File: config.mk
export PLATFORM = sky130hd
export DESIGN_NAME = timer_counter
export DESIGN_NICKNAME = d
export VERILOG_FILES = /design/src/rtl/timer_pkg.sv /design/src/rtl/timer_field_counter.sv /design/src/rtl/timer_counter.sv
export SDC_FILE = /design/constraint.sdc
export NUM_CORES = 1
export LEC_CHECK = 0
export ABC_CLOCK_PERIOD_IN_PS = 3270
export CAP_MARGIN = 20
export CORE_MARGIN = 8
export CORE_UTILIZATION = 40
export CTS_CLUSTER_DIAMETER = 120
export DETAILED_ROUTE_END_ITERATION = 7
export DONT_BUFFER_PORTS = 1
export SLEW_MARGIN = 0
export SYNTH_ARGS = -nofsm -noshare
export SYNTH_HDL_FRONTEND = slang
export SYNTH_SLANG_ARGS = --single-unit
File: constraint.sdc
create_clock -name i_clk -period 3.27 [get_ports i_clk]
set_input_delay 0.4905 -clock i_clk [delete_from_list [all_inputs] [get_ports i_clk]]
set_output_delay 0.4905 -clock i_clk [all_outputs]
set_load 0.02 [all_outputs]
File: src/rtl/timer_pkg.sv
// Field limits and widths of the countdown timer, shared by the count datapath,
// control FSM and display decoder.
package timer_pkg;

  localparam int unsigned MS_MAX  = 999;
  localparam int unsigned SEC_MAX = 59;
  localparam int unsigned MIN_MAX = 59;
  localparam int unsigned HR_MAX  = 23;

  localparam int unsigned MS_W  = 10;
  localparam int unsigned SEC_W = 6;
  localparam int unsigned MIN_W = 6;
  localparam int unsigned HR_W  = 5;

endpackage

File: src/rtl/timer_field_counter.sv
// One wrapping time field (0..MAX) with inc/dec enables and same-cycle
// carry/borrow flags for chaining by the control FSM.
module timer_field_counter #(
  parameter int unsigned MAX = 59,
  parameter int unsigned W   = 6
) (
  input  logic         i_clk,
  input  logic         i_rst,
  input  logic         i_clear,
  input  logic         i_en_inc,
  input  logic         i_en_dec,
  output logic [W-1:0] o_val,
  output logic         o_carryup,
  output logic         o_borrowdown
);

  logic [W-1:0] val_q;
  logic         at_max;
  logic         at_zero;
  logic         out_of_range;

  assign at_max       = (val_q == W'(MAX));
  assign at_zero      = (val_q == '0);
  assign out_of_range = (val_q > W'(MAX));

  // Out-of-range values (only reachable by forcing) fall back to 0 on any step.
  always_ff @(posedge i_clk) begin
    if (i_rst) begin
      val_q <= '0;
    end else if (i_clear) begin
      val_q <= '0;
    end else if (i_en_inc) begin
      val_q <= (at_max || out_of_range) ? '0 : val_q + W'(1);
    end else if (i_en_dec) begin
      if (at_zero)           val_q <= W'(MAX);
      else if (out_of_range) val_q <= '0;
      else                   val_q <= val_q - W'(1);
    end
  end

  assign o_val        = val_q;
  assign o_carryup    = i_en_inc & ~i_clear & ~i_rst & at_max;
  assign o_borrowdown = i_en_dec & ~i_clear & ~i_rst & at_zero;

endmodule

File: src/rtl/timer_counter.sv
// Countdown timer count datapath: ms/sec/min/hr fields, strobe gating and
// the prescaler that paces the ms field.
module timer_counter
  import timer_pkg::*;
#(
  parameter int unsigned CLK_FREQ_HZ = 50_000_000,
  parameter int unsigned TICK_HZ     = 1000
) (
  input  logic             i_clk,
  input  logic             i_rst,
  input  logic             i_clear,
  input  logic             i_ms_up,
  input  logic             i_ms_down,
  input  logic             i_sec_up,
  input  logic             i_sec_down,
  input  logic             i_min_up,
  input  logic             i_min_down,
  input  logic             i_hr_up,
  input  logic             i_hr_down,
  output logic [MS_W-1:0]  o_ms,
  output logic [SEC_W-1:0] o_sec,
  output logic [MIN_W-1:0] o_min,
  output logic [HR_W-1:0]  o_hr,
  output logic             o_ms_borrowdown,
  output logic             o_sec_borrowdown,
  output logic             o_min_borrowdown,
  output logic             o_hr_borrowdown,
  output logic             o_ms_carryup,
  output logic             o_sec_carryup,
  output logic             o_min_carryup,
  output logic             o_hr_carryup,
  output logic             o_tick
);

  localparam int unsigned DIV = CLK_FREQ_HZ / TICK_HZ;
  localparam int unsigned PW  = $clog2(DIV);

  logic [PW-1:0] presc_q;
  logic          presc_wrap;

  assign presc_wrap = (presc_q == PW'(DIV - 1));

  // Free-running prescaler; neither clear nor strobes disturb its phase.
  always_ff @(posedge i_clk) begin
    if (i_rst)           presc_q <= '0;
    else if (presc_wrap) presc_q <= '0;
    else                 presc_q <= presc_q + PW'(1);
  end

  assign o_tick = presc_wrap;

  logic ms_inc, ms_dec, sec_inc, sec_dec, min_inc, min_dec, hr_inc, hr_dec;

  // Opposing strobes cancel; the ms field only moves on tick cycles.
  assign ms_inc  = i_ms_up    & ~i_ms_down  & o_tick;
  assign ms_dec  = i_ms_down  & ~i_ms_up    & o_tick;
  assign sec_inc = i_sec_up   & ~i_sec_down;
  assign sec_dec = i_sec_down & ~i_sec_up;
  assign min_inc = i_min_up   & ~i_min_down;
  assign min_dec = i_min_down & ~i_min_up;
  assign hr_inc  = i_hr_up    & ~i_hr_down;
  assign hr_dec  = i_hr_down  & ~i_hr_up;

  timer_field_counter #(.MAX(MS_MAX), .W(MS_W)) u_ms (
    .i_clk        (i_clk),
    .i_rst        (i_rst),
    .i_clear      (i_clear),
    .i_en_inc     (ms_inc),
    .i_en_dec     (ms_dec),
    .o_val        (o_ms),
    .o_carryup    (o_ms_carryup),
    .o_borrowdown (o_ms_borrowdown)
  );

  timer_field_counter #(.MAX(SEC_MAX), .W(SEC_W)) u_sec (
    .i_clk        (i_clk),
    .i_rst        (i_rst),
    .i_clear      (i_clear),
    .i_en_inc     (sec_inc),
    .i_en_dec     (sec_dec),
    .o_val        (o_sec),
    .o_carryup    (o_sec_carryup),
    .o_borrowdown (o_sec_borrowdown)
  );

  timer_field_counter #(.MAX(MIN_MAX), .W(MIN_W)) u_min (
    .i_clk        (i_clk),
    .i_rst        (i_rst),
    .i_clear      (i_clear),
    .i_en_inc     (min_inc),
    .i_en_dec     (min_dec),
    .o_val        (o_min),
    .o_carryup    (o_min_carryup),
    .o_borrowdown (o_min_borrowdown)
  );

  timer_field_counter #(.MAX(HR_MAX), .W(HR_W)) u_hr (
    .i_clk        (i_clk),
    .i_rst        (i_rst),
    .i_clear      (i_clear),
    .i_en_inc     (hr_inc),
    .i_en_dec     (hr_dec),
    .o_val        (o_hr),
    .o_carryup    (o_hr_carryup),
    .o_borrowdown (o_hr_borrowdown)
  );

endmodule
==> report_table.html, run 1 <==
<table>
<tr><th>Metric</th><th>Value</th></tr>
<tr><th colspan="2">Global routing</th></tr>
<tr><td>Gr ovfl total</td><td>0</td></tr>
<tr><td>Pin count of the biggest net entering global routing</td><td>27</td></tr>
<tr><td>Wire length of the first global-routing pass</td><td>14.8 mm</td></tr>
<tr><td>Initial antenna violation count</td><td>0</td></tr>
<tr><td>Global routing usage summed across all routing layers</td><td>0.152</td></tr>
<tr><td>Number of global-route vias before repair</td><td>roughly 3000</td></tr>
<tr><th colspan="2">Finish</th></tr>
<tr><td>Ratio of cells with drive above 1 in the final layout</td><td>0.0508</td></tr>
<tr><td>Antenna fix cells</td><td>0</td></tr>
<tr><td>Final #Nets</td><td>461</td></tr>
<tr><td>Layout overhead on the synthesized area</td><td>3.63%</td></tr>
<tr><th colspan="2">Setup path</th></tr>
<tr><td>Critical-path maximum fanout</td><td>7</td></tr>
<tr><td>Required time of the critical path</td><td>around 2.8 ns</td></tr>
<tr><td>Worst EP arrival</td><td>2.15 ns</td></tr>
<tr><td>Critical path capture point type</td><td>primary output</td></tr>
<tr><td>Max stage delay cell, worst path</td><td>sky130_fd_sc_hd__dfxtp_1</td></tr>
<tr><td>Worst stage delay on the critical path</td><td>0.43 ns</td></tr>
<tr><td>Worst Setup Start Kind</td><td>flop</td></tr>
<tr><td>Worst Setup Path Type</td><td>flop to primary output</td></tr>
<tr><td>Worst-case register-to-register setup slack</td><td>0.92 ns</td></tr>
<tr><td>Cells traversed along the worst timing path</td><td>inv_1, ha_1, nor4b_4, nand3_1, nor3_1, buf_4</td></tr>
<tr><th colspan="2">STA</th></tr>
<tr><td>Max Transition Viols Final</td><td>0</td></tr>
<tr><td>Final setup fails</td><td>0</td></tr>
<tr><td>Setup TNS after final layout</td><td>0 ns</td></tr>
<tr><td>Maximum achievable frequency</td><td>378 MHz</td></tr>
<tr><td>Min cycle time layout</td><td>2.65 ns</td></tr>
<tr><td>Worst-Margin Slew</td><td>approximately 0.74 ns</td></tr>
<tr><td>Final count of hold timing violations</td><td>0</td></tr>
<tr><td>Setup repair after global routing missed its margin</td><td>no</td></tr>
<tr><td>Worst slew margin</td><td>0.502</td></tr>
<tr><td>Clock tree skew after final layout</td><td>0.0157 ns</td></tr>
<tr><td>Fraction of the cycle the final worst path needs</td><td>0.809</td></tr>
<tr><th colspan="2">Yosys</th></tr>
<tr><td>Synthesized net count</td><td>480</td></tr>
<tr><td>Synthesized cell area</td><td>3410 um2</td></tr>
<tr><td>Seq cells post-synth</td><td>between 40 and 50</td></tr>
<tr><td>Synthesized area per cell</td><td>7.54 um2</td></tr>
<tr><td>Number of synthesized flops with an enable pin</td><td>0</td></tr>
<tr><td>Share of synthesized registers carrying an async set or reset</td><td>0</td></tr>
<tr><td>Gate count after technology mapping</td><td>452</td></tr>
<tr><td>Top flip-flop cell by instance count after synthesis</td><td>sky130_fd_sc_hd__dfxtp_1</td></tr>
<tr><td>Synth warn</td><td>0</td></tr>
<tr><td>Number of unique standard cell types used by synthesis</td><td>66</td></tr>
<tr><td>Post-synthesis sequential area ratio</td><td>0.253</td></tr>
<tr><th colspan="2">Placement</th></tr>
<tr><td>Buffers added on ports</td><td>0</td></tr>
<tr><td>RePlAce Congestion</td><td>0.851</td></tr>
<tr><td>HPWL after DPL</td><td>6.33 mm</td></tr>
<tr><th colspan="2">Clock network</th></tr>
<tr><td>Number of buffers added for setup after CTS</td><td>0</td></tr>
<tr><td>Cts-stage hold buffer count</td><td>0</td></tr>
<tr><td>Root Buffer</td><td>sky130_fd_sc_hd__clkbuf_8</td></tr>
<tr><td>CTS tree</td><td>yes</td></tr>
<tr><td>Reg clk slew, reported paths</td><td>0.09 ns</td></tr>
<tr><td>Clock latency reported for the late side of the worst-skew pair</td><td>0.30 ns</td></tr>
<tr><td>Buffer levels on the longest clock path</td><td>2</td></tr>
<tr><td>Sinks on the clock net</td><td>43</td></tr>
<tr><td>Number of buffers inserted during clock tree synthesis</td><td>5</td></tr>
<tr><td>Count of instances resized after the clock tree is built</td><td>0</td></tr>
<tr><td>Max H-tree Level</td><td>2</td></tr>
<tr><th colspan="2">Floorplan</th></tr>
<tr><td>Core footprint</td><td>8260 um2</td></tr>
<tr><td>Number of placement rows</td><td>33</td></tr>
<tr><td>Die W</td><td>108 um</td></tr>
<tr><td>Initial standard-cell utilization of the core</td><td>0.413</td></tr>
<tr><td>Die height</td><td>108 um</td></tr>
<tr><td>Area of the die</td><td>roughly 12000 um2</td></tr>
<tr><td>I/O Pins</td><td>between 40 and 50</td></tr>
<tr><th colspan="2">Hold path</th></tr>
<tr><td>Worst hold path type</td><td>primary input to flop</td></tr>
<tr><th colspan="2">Power and ir drop</th></tr>
<tr><td>Sequential fraction of design power</td><td>0.522</td></tr>
<tr><td>Total leakage power</td><td>approximately 1.3 nW</td></tr>
<tr><td>Post-layout power</td><td>0.00114 W</td></tr>
<tr><td>Power density cells</td><td>323 nW/um2</td></tr>
<tr><td>Internal portion of total power</td><td>0.000787 W</td></tr>
<tr><td>Fraction of power consumed by combinational cells</td><td>0.173</td></tr>
<tr><td>Net Switching</td><td>0.000353 W</td></tr>
<tr><td>Switching Share</td><td>0.310</td></tr>
<tr><td>Peak supply drop</td><td>0.153 mV</td></tr>
<tr><td>Clock network power share</td><td>0.305</td></tr>
<tr><th colspan="2">Detailed routing</th></tr>
<tr><td>Initial DRC count</td><td>201</td></tr>
<tr><td>Detailed-router iteration count before antenna repair</td><td>4</td></tr>
<tr><td>Vias per std cell</td><td>about 6</td></tr>
<tr><td>Post-DR wirelength/cell</td><td>between 15 and 20 um</td></tr>
<tr><td>Aggregate routed wire length</td><td>slightly below 9 mm</td></tr>
<tr><td>Remaining number of nets flagged by the antenna check after routing</td><td>0</td></tr>
<tr><td>DR DRC count</td><td>0</td></tr>
<tr><td>Via total after detailed routing</td><td>3252</td></tr>
<tr><th colspan="2">Status</th></tr>
<tr><td>Outcome</td><td>finished, final reports clean</td></tr>
<tr><th colspan="2">Job</th></tr>
<tr><td>Maxcap violations</td><td>0</td></tr>
</table>
layer usage:
layer,GRT usage,up-vias,part of all wire
met5,0,-,0
met4,0.0547,0,0.014
met3,0.0345,13,0.065
met2,0.237,96,0.46
met1,0.200,1523,0.46
li1,-,1620,-
power by group through the flow:
stage / Sequential [W] / Clock [W] / Combinational (W)
finish: 0.000595 / 0.000348 / 0.000197
global route: 0.000601 / 0.000388 / 0.000224
CTS: 0.000595 / 0.000366 / 0.000197
detailed placement: 0.000607 / 0 / 0.000196
global placement: 0.000607 / 0 / 0.000194
floorplan: 0.000584 / 0 / 0.000172
state kept, by name, summed over array words and instances (netlist names):
register     cells
u_ms.o_val      10
u_min.o_val      6
presc_q         16
u_sec.o_val      6
u_hr.o_val       5
logic make-up after synthesis:
kind of cell	count (synthesis)	synth area share
AOI/OAI and AO/OA	119	0.235
xor gates and xnor gates	22	0.0565
adders and majority gates	17	0.0624
buffers and inverters	56	0.0664
DFF	43	0.253
muxes	5	0.0151
and+or+nand+nor	190	0.312
area by class of cell:
cell class	instances	area (um2)
Clock buffer	6	82.6
Fill cell	857	4730
Timing Repair Buffer	5	37.5
Tap cell	105	131
Multi-Input combinational cell	353	2320
Sequential cell	43	861
Inverter	25	93.8
Clock inverter	1	5.00
worst max-delay path: cells and delay by family (launching register included):
family	cells	cell delay [ns]
DFF	1	0.43
and+or+nand+nor	3	0.91
buffers and inverters	2	0.31
adders and majority gates	1	0.20
metrics by stage:
| stage | util | instance area (um2) | worst slack [ns] | cells | hold WS [ns] |
|---|---|---|---|---|---|
| finish | 0.428 | 3530 | 0.625 | 538 | 0.245 |
| global route | 0.428 | 3530 | 0.428 | 538 | 0.236 |
| CTS | 0.428 | 3530 | 0.627 | 538 | 0.236 |
| detailed placement | 0.417 | 3440 | 0.959 | 531 | 0.437 |
| global placement | 0.417 | 3440 | 0.933 | 531 | 0.423 |
| floorplan | - | 3410 | 1.01 | 452 | 0.413 |
worst paths after layout:
| kind | from | endpoint | cells past startpoint |
|---|---|---|---|
| max reg2reg | presc_q[0]$_SDFF_PP0_ | u_ms.o_val[6]$_SDFFE_PP0P_ | 6 |
| min | i_rst | presc_q[2]$_SDFF_PP0_ | 1 |
| max | u_ms.o_val[0]$_SDFFE_PP0P_ | o_ms_borrowdown | 6 |
| min reg2reg | presc_q[0]$_SDFF_PP0_ | presc_q[0]$_SDFF_PP0_ | 1 |
cell usage after synthesis (3+ instances only):
library cell / n / share of area
sky130_fd_sc_hd__or4_1: 4 / 0.0088
sky130_fd_sc_hd__a211oi_1: 10 / 0.022
sky130_fd_sc_hd__nand3_1: 26 / 0.038
sky130_fd_sc_hd__o211a_1: 4 / 0.012
sky130_fd_sc_hd__clkbuf_1: 23 / 0.025
sky130_fd_sc_hd__buf_2: 7 / 0.010
sky130_fd_sc_hd__a221oi_1: 3 / 0.0077
sky130_fd_sc_hd__xnor2_1: 10 / 0.026
sky130_fd_sc_hd__or3_1: 5 / 0.0092
sky130_fd_sc_hd__a21boi_0: 3 / 0.0066
sky130_fd_sc_hd__dfxtp_1: 43 / 0.25
sky130_fd_sc_hd__inv_1: 24 / 0.026
sky130_fd_sc_hd__and4_1: 3 / 0.0077
sky130_fd_sc_hd__nor4b_1: 3 / 0.0077
sky130_fd_sc_hd__o31ai_1: 4 / 0.0088
sky130_fd_sc_hd__nand2_1: 22 / 0.024
sky130_fd_sc_hd__nor2_1: 50 / 0.055
sky130_fd_sc_hd__xor2_1: 12 / 0.031
sky130_fd_sc_hd__o21ai_0: 24 / 0.035
sky130_fd_sc_hd__nor2b_1: 6 / 0.011
sky130_fd_sc_hd__mux2i_1: 4 / 0.012
sky130_fd_sc_hd__nor4_1: 7 / 0.013
sky130_fd_sc_hd__nor3b_1: 3 / 0.0066
sky130_fd_sc_hd__ha_1: 17 / 0.062
sky130_fd_sc_hd__a22oi_1: 3 / 0.0066
sky130_fd_sc_hd__nand2b_1: 4 / 0.0073
sky130_fd_sc_hd__a21oi_1: 26 / 0.038
sky130_fd_sc_hd__a31oi_1: 7 / 0.013
sky130_fd_sc_hd__o21a_1: 6 / 0.013
sky130_fd_sc_hd__nor3_1: 18 / 0.026
sky130_fd_sc_hd__o211ai_1: 4 / 0.0088
sky130_fd_sc_hd__nand4_1: 7 / 0.013
sky130_fd_sc_hd__and3_1: 12 / 0.022
sky130_fd_sc_hd__o221ai_1: 3 / 0.0077
sky130_fd_sc_hd__and2_1: 5 / 0.0092
placed cells by master (no fill, tap or decap), drive strengths merged, types with 5 or more instances in the layout:
| cell | netlist | final |
|---|---|---|
| a21oi | 26 | 26 |
| nor2b | 6 | 6 |
| nor3 | 19 | 19 |
| dfxtp | 43 | 43 |
| a31oi | 7 | 7 |
| o21ai | 24 | 24 |
| xnor2 | 10 | 10 |
| or3 | 5 | 5 |
| nand3 | 26 | 26 |
| nand2 | 22 | 22 |
| and3 | 13 | 13 |
| clkbuf | 23 | 6 |
| nand4 | 8 | 8 |
| a211oi | 10 | 10 |
| and2 | 5 | 5 |
| inv | 24 | 24 |
| nor4 | 7 | 7 |
| xor2 | 12 | 12 |
| ha | 17 | 17 |
| buf | 8 | 5 |
| nor4b | 5 | 5 |
| nor2 | 50 | 50 |
| o21a | 6 | 6 |
(Power assumes the default switching activity.)
==> inputs of run 2 (changes only) <==
Settings changed: ABC_CLOCK_PERIOD_IN_PS 3270 to 2620.
Clock period 3.27 ns to 2.62 ns, I/O delays scaled along.
==> run 2 against run 1 <==
  * Largest power group unchanged
  * Global-route usage rose by 0.38 points
  * Wire length rose by 3.5%
  * Die area did not move
  * Sequential power rose by 22%
  * Register-to-register slack got worse by 0.58 ns
  * Clock skew fell by 0.0078 ns
  * Utilization rose by 2.2 points
  * Critical path depth did not move
  * Via count rose by 3.5%
  * Sequential share of layout area fell by 1.2 points
  * Cell count rose by 3.5%
==> report_table.html, run 2 (same netlist as run 1, synthesis figures left out) <==
<table>
<tr><th>Metric</th><th>Value</th></tr>
<tr><th colspan="2">Setup path</th></tr>
<tr><td>Worst Setup Start Kind</td><td>flop</td></tr>
<tr><td>Worst stage delay on the critical path</td><td>0.42 ns (about the same)</td></tr>
<tr><td>Critical path capture point type</td><td>primary output</td></tr>
<tr><td>Required time of the critical path</td><td>2.23 ns (-0.55 ns)</td></tr>
<tr><td>Origin of the critical flop-to-flop path</td><td>presc_q[0]$_SDFF_PP0_</td></tr>
<tr><td>Max stage delay cell, worst path</td><td>sky130_fd_sc_hd__dfxtp_1</td></tr>
<tr><td>Worst-case register-to-register setup slack</td><td>0.34 ns (-0.58 ns)</td></tr>
<tr><td>Worst Setup Path Type</td><td>flop to primary output</td></tr>
<tr><td>CP Capture Point</td><td>o_ms_borrowdown</td></tr>
<tr><td>Worst reg2reg path depth</td><td>6 (unchanged)</td></tr>
<tr><td>Cells traversed along the worst timing path</td><td>inv_1, ha_1, nor4b_4, nand3_1, nor3_1, buf_4</td></tr>
<tr><td>Worst EP arrival</td><td>2.01 ns (-0.14 ns)</td></tr>
<tr><td>Critical-path maximum fanout</td><td>6 (-1)</td></tr>
<tr><td>CP Launch Point</td><td>u_ms.o_val[0]$_SDFFE_PP0P_</td></tr>
<tr><td>Worst reg2reg path endpoint</td><td>u_ms.o_val[6]$_SDFFE_PP0P_</td></tr>
<tr><th colspan="2">STA</th></tr>
<tr><td>Min cycle time layout</td><td>2.40 ns</td></tr>
<tr><td>Setup TNS after final layout</td><td>0 ns (unchanged)</td></tr>
<tr><td>Worst slew margin</td><td>0.450 (-0.0518)</td></tr>
<tr><td>Max Transition Viols Final</td><td>0 (unchanged)</td></tr>
<tr><td>Final setup fails</td><td>0 (unchanged)</td></tr>
<tr><td>Fraction of the cycle the final worst path needs</td><td>0.917</td></tr>
<tr><td>Worst-Margin Slew</td><td>0.814 ns (+0.0741 ns)</td></tr>
<tr><td>Setup slack of the critical path after layout</td><td>0.218 ns (-0.407 ns)</td></tr>
<tr><td>Maximum achievable frequency</td><td>416 MHz</td></tr>
<tr><td>Setup repair after global routing missed its margin</td><td>no</td></tr>
<tr><td>Clock tree skew after final layout</td><td>0.00794 ns (-0.00776 ns)</td></tr>
<tr><td>Final count of hold timing violations</td><td>0 (unchanged)</td></tr>
<tr><th colspan="2">Finish</th></tr>
<tr><td>Ratio of cells with drive above 1 in the final layout</td><td>0.0907 (+0.0399)</td></tr>
<tr><td>Antenna fix cells</td><td>0 (unchanged)</td></tr>
<tr><td>Most frequent standard cell in the layout excluding fill and tap cells</td><td>sky130_fd_sc_hd__nor2_1</td></tr>
<tr><td>Layout overhead on the synthesized area</td><td>9.03%</td></tr>
<tr><td>Most frequent cells in the layout</td><td>50 x sky130_fd_sc_hd__nor2_1, 43 x sky130_fd_sc_hd__dfxtp_1, 26 x sky130_fd_sc_hd__nand3_1, 26 x sky130_fd_sc_hd__a21oi_1</td></tr>
<tr><td>Final #Nets</td><td>479 (+3.9%)</td></tr>
<tr><td>Register with the most flip-flops</td><td>presc_q</td></tr>
<tr><td>Post-layout util</td><td>0.450 (+0.0223)</td></tr>
<tr><td>Number of flip-flops under the largest register name</td><td>16 (unchanged)</td></tr>
<tr><th colspan="2">Placement</th></tr>
<tr><td>RePlAce Congestion</td><td>0.944 (+11%)</td></tr>
<tr><td>Buffers added on ports</td><td>0 (unchanged)</td></tr>
<tr><td>HPWL after DPL</td><td>6.74 mm (+6.4%)</td></tr>
<tr><td>Setup Slack @ Placement</td><td>0.377 ns (-0.583 ns)</td></tr>
<tr><th colspan="2">Clock network</th></tr>
<tr><td>Max H-tree Level</td><td>2 (unchanged)</td></tr>
<tr><td>Cts-stage hold buffer count</td><td>0 (unchanged)</td></tr>
<tr><td>Root Buffer</td><td>sky130_fd_sc_hd__clkbuf_8</td></tr>
<tr><td>Count of instances resized after the clock tree is built</td><td>0 (unchanged)</td></tr>
<tr><td>Clock latency reported for the late side of the worst-skew pair</td><td>0.30 ns (about the same)</td></tr>
<tr><td>Sinks on the clock net</td><td>43 (unchanged)</td></tr>
<tr><td>Reg clk slew, reported paths</td><td>0.09 ns (about the same)</td></tr>
<tr><td>Number of buffers added for setup after CTS</td><td>0 (unchanged)</td></tr>
<tr><td>Buffer levels on the longest clock path</td><td>2 (unchanged)</td></tr>
<tr><td>CTS tree</td><td>yes</td></tr>
<tr><td>Number of buffers inserted during clock tree synthesis</td><td>5 (unchanged)</td></tr>
<tr><th colspan="2">Floorplan</th></tr>
<tr><td>Core footprint</td><td>8260 um2 (unchanged)</td></tr>
<tr><td>Area of the die</td><td>11700 um2 (unchanged)</td></tr>
<tr><td>Die height</td><td>108 um (unchanged)</td></tr>
<tr><td>Die W</td><td>108 um (unchanged)</td></tr>
<tr><td>I/O Pins</td><td>47 (unchanged)</td></tr>
<tr><td>Number of placement rows</td><td>33 (unchanged)</td></tr>
<tr><td>Initial standard-cell utilization of the core</td><td>0.413 (unchanged)</td></tr>
<tr><th colspan="2">Detailed routing</th></tr>
<tr><td>DR DRC count</td><td>0 (unchanged)</td></tr>
<tr><td>Remaining number of nets flagged by the antenna check after routing</td><td>0 (unchanged)</td></tr>
<tr><td>Post-DR wirelength/cell</td><td>16.3 um (about the same)</td></tr>
<tr><td>Via total after detailed routing</td><td>3365 (+3.5%)</td></tr>
<tr><td>Aggregate routed wire length</td><td>9.10 mm (+3.5%)</td></tr>
<tr><td>Initial DRC count</td><td>187 (-7.0%)</td></tr>
<tr><td>Vias per std cell</td><td>6.04 (about the same)</td></tr>
<tr><td>Detailed-router iteration count before antenna repair</td><td>4 (unchanged)</td></tr>
<tr><th colspan="2">Global routing</th></tr>
<tr><td>Global routing usage summed across all routing layers</td><td>0.155 (+0.00376)</td></tr>
<tr><td>Pin count of the biggest net entering global routing</td><td>18 (-33%)</td></tr>
<tr><td>GR peak layer</td><td>met2</td></tr>
<tr><td>Global Route met3 Usage</td><td>0.0262 (-0.00833)</td></tr>
<tr><td>Wire length of the first global-routing pass</td><td>15.3 mm (+3.1%)</td></tr>
<tr><td>Met2 Track Usage GR</td><td>0.252 (+0.0148)</td></tr>
<tr><td>GR met1 Demand/Resource</td><td>0.206 (+0.00674)</td></tr>
<tr><td>Gr ovfl total</td><td>0 (unchanged)</td></tr>
<tr><td>Initial antenna violation count</td><td>0 (unchanged)</td></tr>
<tr><td>Number of global-route vias before repair</td><td>3057 (+3.0%)</td></tr>
<tr><th colspan="2">Hold path</th></tr>
<tr><td>Worst hold path type</td><td>primary input to flop</td></tr>
<tr><th colspan="2">Power and ir drop</th></tr>
<tr><td>Total leakage power</td><td>1.39 nW (+8.6%)</td></tr>
<tr><td>Power density cells</td><td>438 nW/um2 (+36%)</td></tr>
<tr><td>Peak supply drop</td><td>0.291 mV (+90%)</td></tr>
<tr><th colspan="2">Status</th></tr>
<tr><td>Outcome</td><td>finished, final reports clean</td></tr>
<tr><th colspan="2">Job</th></tr>
<tr><td>Maxcap violations</td><td>0 (unchanged)</td></tr>
</table>
run 2: power breakdown:
group	total, W	switching [W]	internal, W
Combinational	0.000276	0.000166	0.000111
Sequential	0.000725	0.0000511	0.000674
Clock	0.000628	0.000248	0.000380
Total	0.00163	0.000464	0.00116
run 2: worst min-delay path by stage:
stage / from / to / slack, ns / depth (start not counted)
3_5_place_dp: presc_q[0]$_SDFF_PP0_ / presc_q[0]$_SDFF_PP0_ / 0.44 / 1
5_1_grt: i_rst / presc_q[2]$_SDFF_PP0_ / 0.15 / 1
3_3_place_gp: presc_q[0]$_SDFF_PP0_ / presc_q[0]$_SDFF_PP0_ / 0.42 / 1
4_1_cts: i_rst / presc_q[2]$_SDFF_PP0_ / 0.15 / 1
6_report: i_rst / presc_q[2]$_SDFF_PP0_ / 0.15 / 1
2_1_floorplan: presc_q[0]$_SDFF_PP0_ / presc_q[0]$_SDFF_PP0_ / 0.41 / 1
run 2: worst max-delay path: cells and delay by family (launching register included):
kind | cells | cell delay, ns
DFF | 1 | 0.42
adders and majority gates | 1 | 0.20
buffers and inverters | 2 | 0.32
and+or+nand+nor | 3 | 0.78
run 2: cell type report:
class | instances | area [um2]
clock inverters | 3 | 67.6
well taps | 105 | 131
repair buffers | 23 | 173
multi-input cells | 353 | 2320
inverters | 25 | 93.8
clock buffers | 5 | 68.8
fillers | 844 | 4540
flip-flops and latches | 43 | 861
run 2: metal layers:
layer  wire, um  vias to the layer above
met4        120                        0
li1           -                     1659
met1       4140                     1585
met2       4280                      108
met5          0                        -
met3        560                       13
run 2: metrics by stage:
stage | cell area (um2) | hold WS, ns | power (W) | instances
floorplan | 3410 | 0.413 | 0.000944 | 452
global placement | 3570 | 0.422 | 0.00101 | 548
detailed placement | 3570 | 0.436 | 0.00101 | 548
CTS | 3710 | 0.147 | 0.00164 | 556
global route | 3720 | 0.153 | 0.00171 | 557
finish | 3720 | 0.151 | 0.00163 | 557
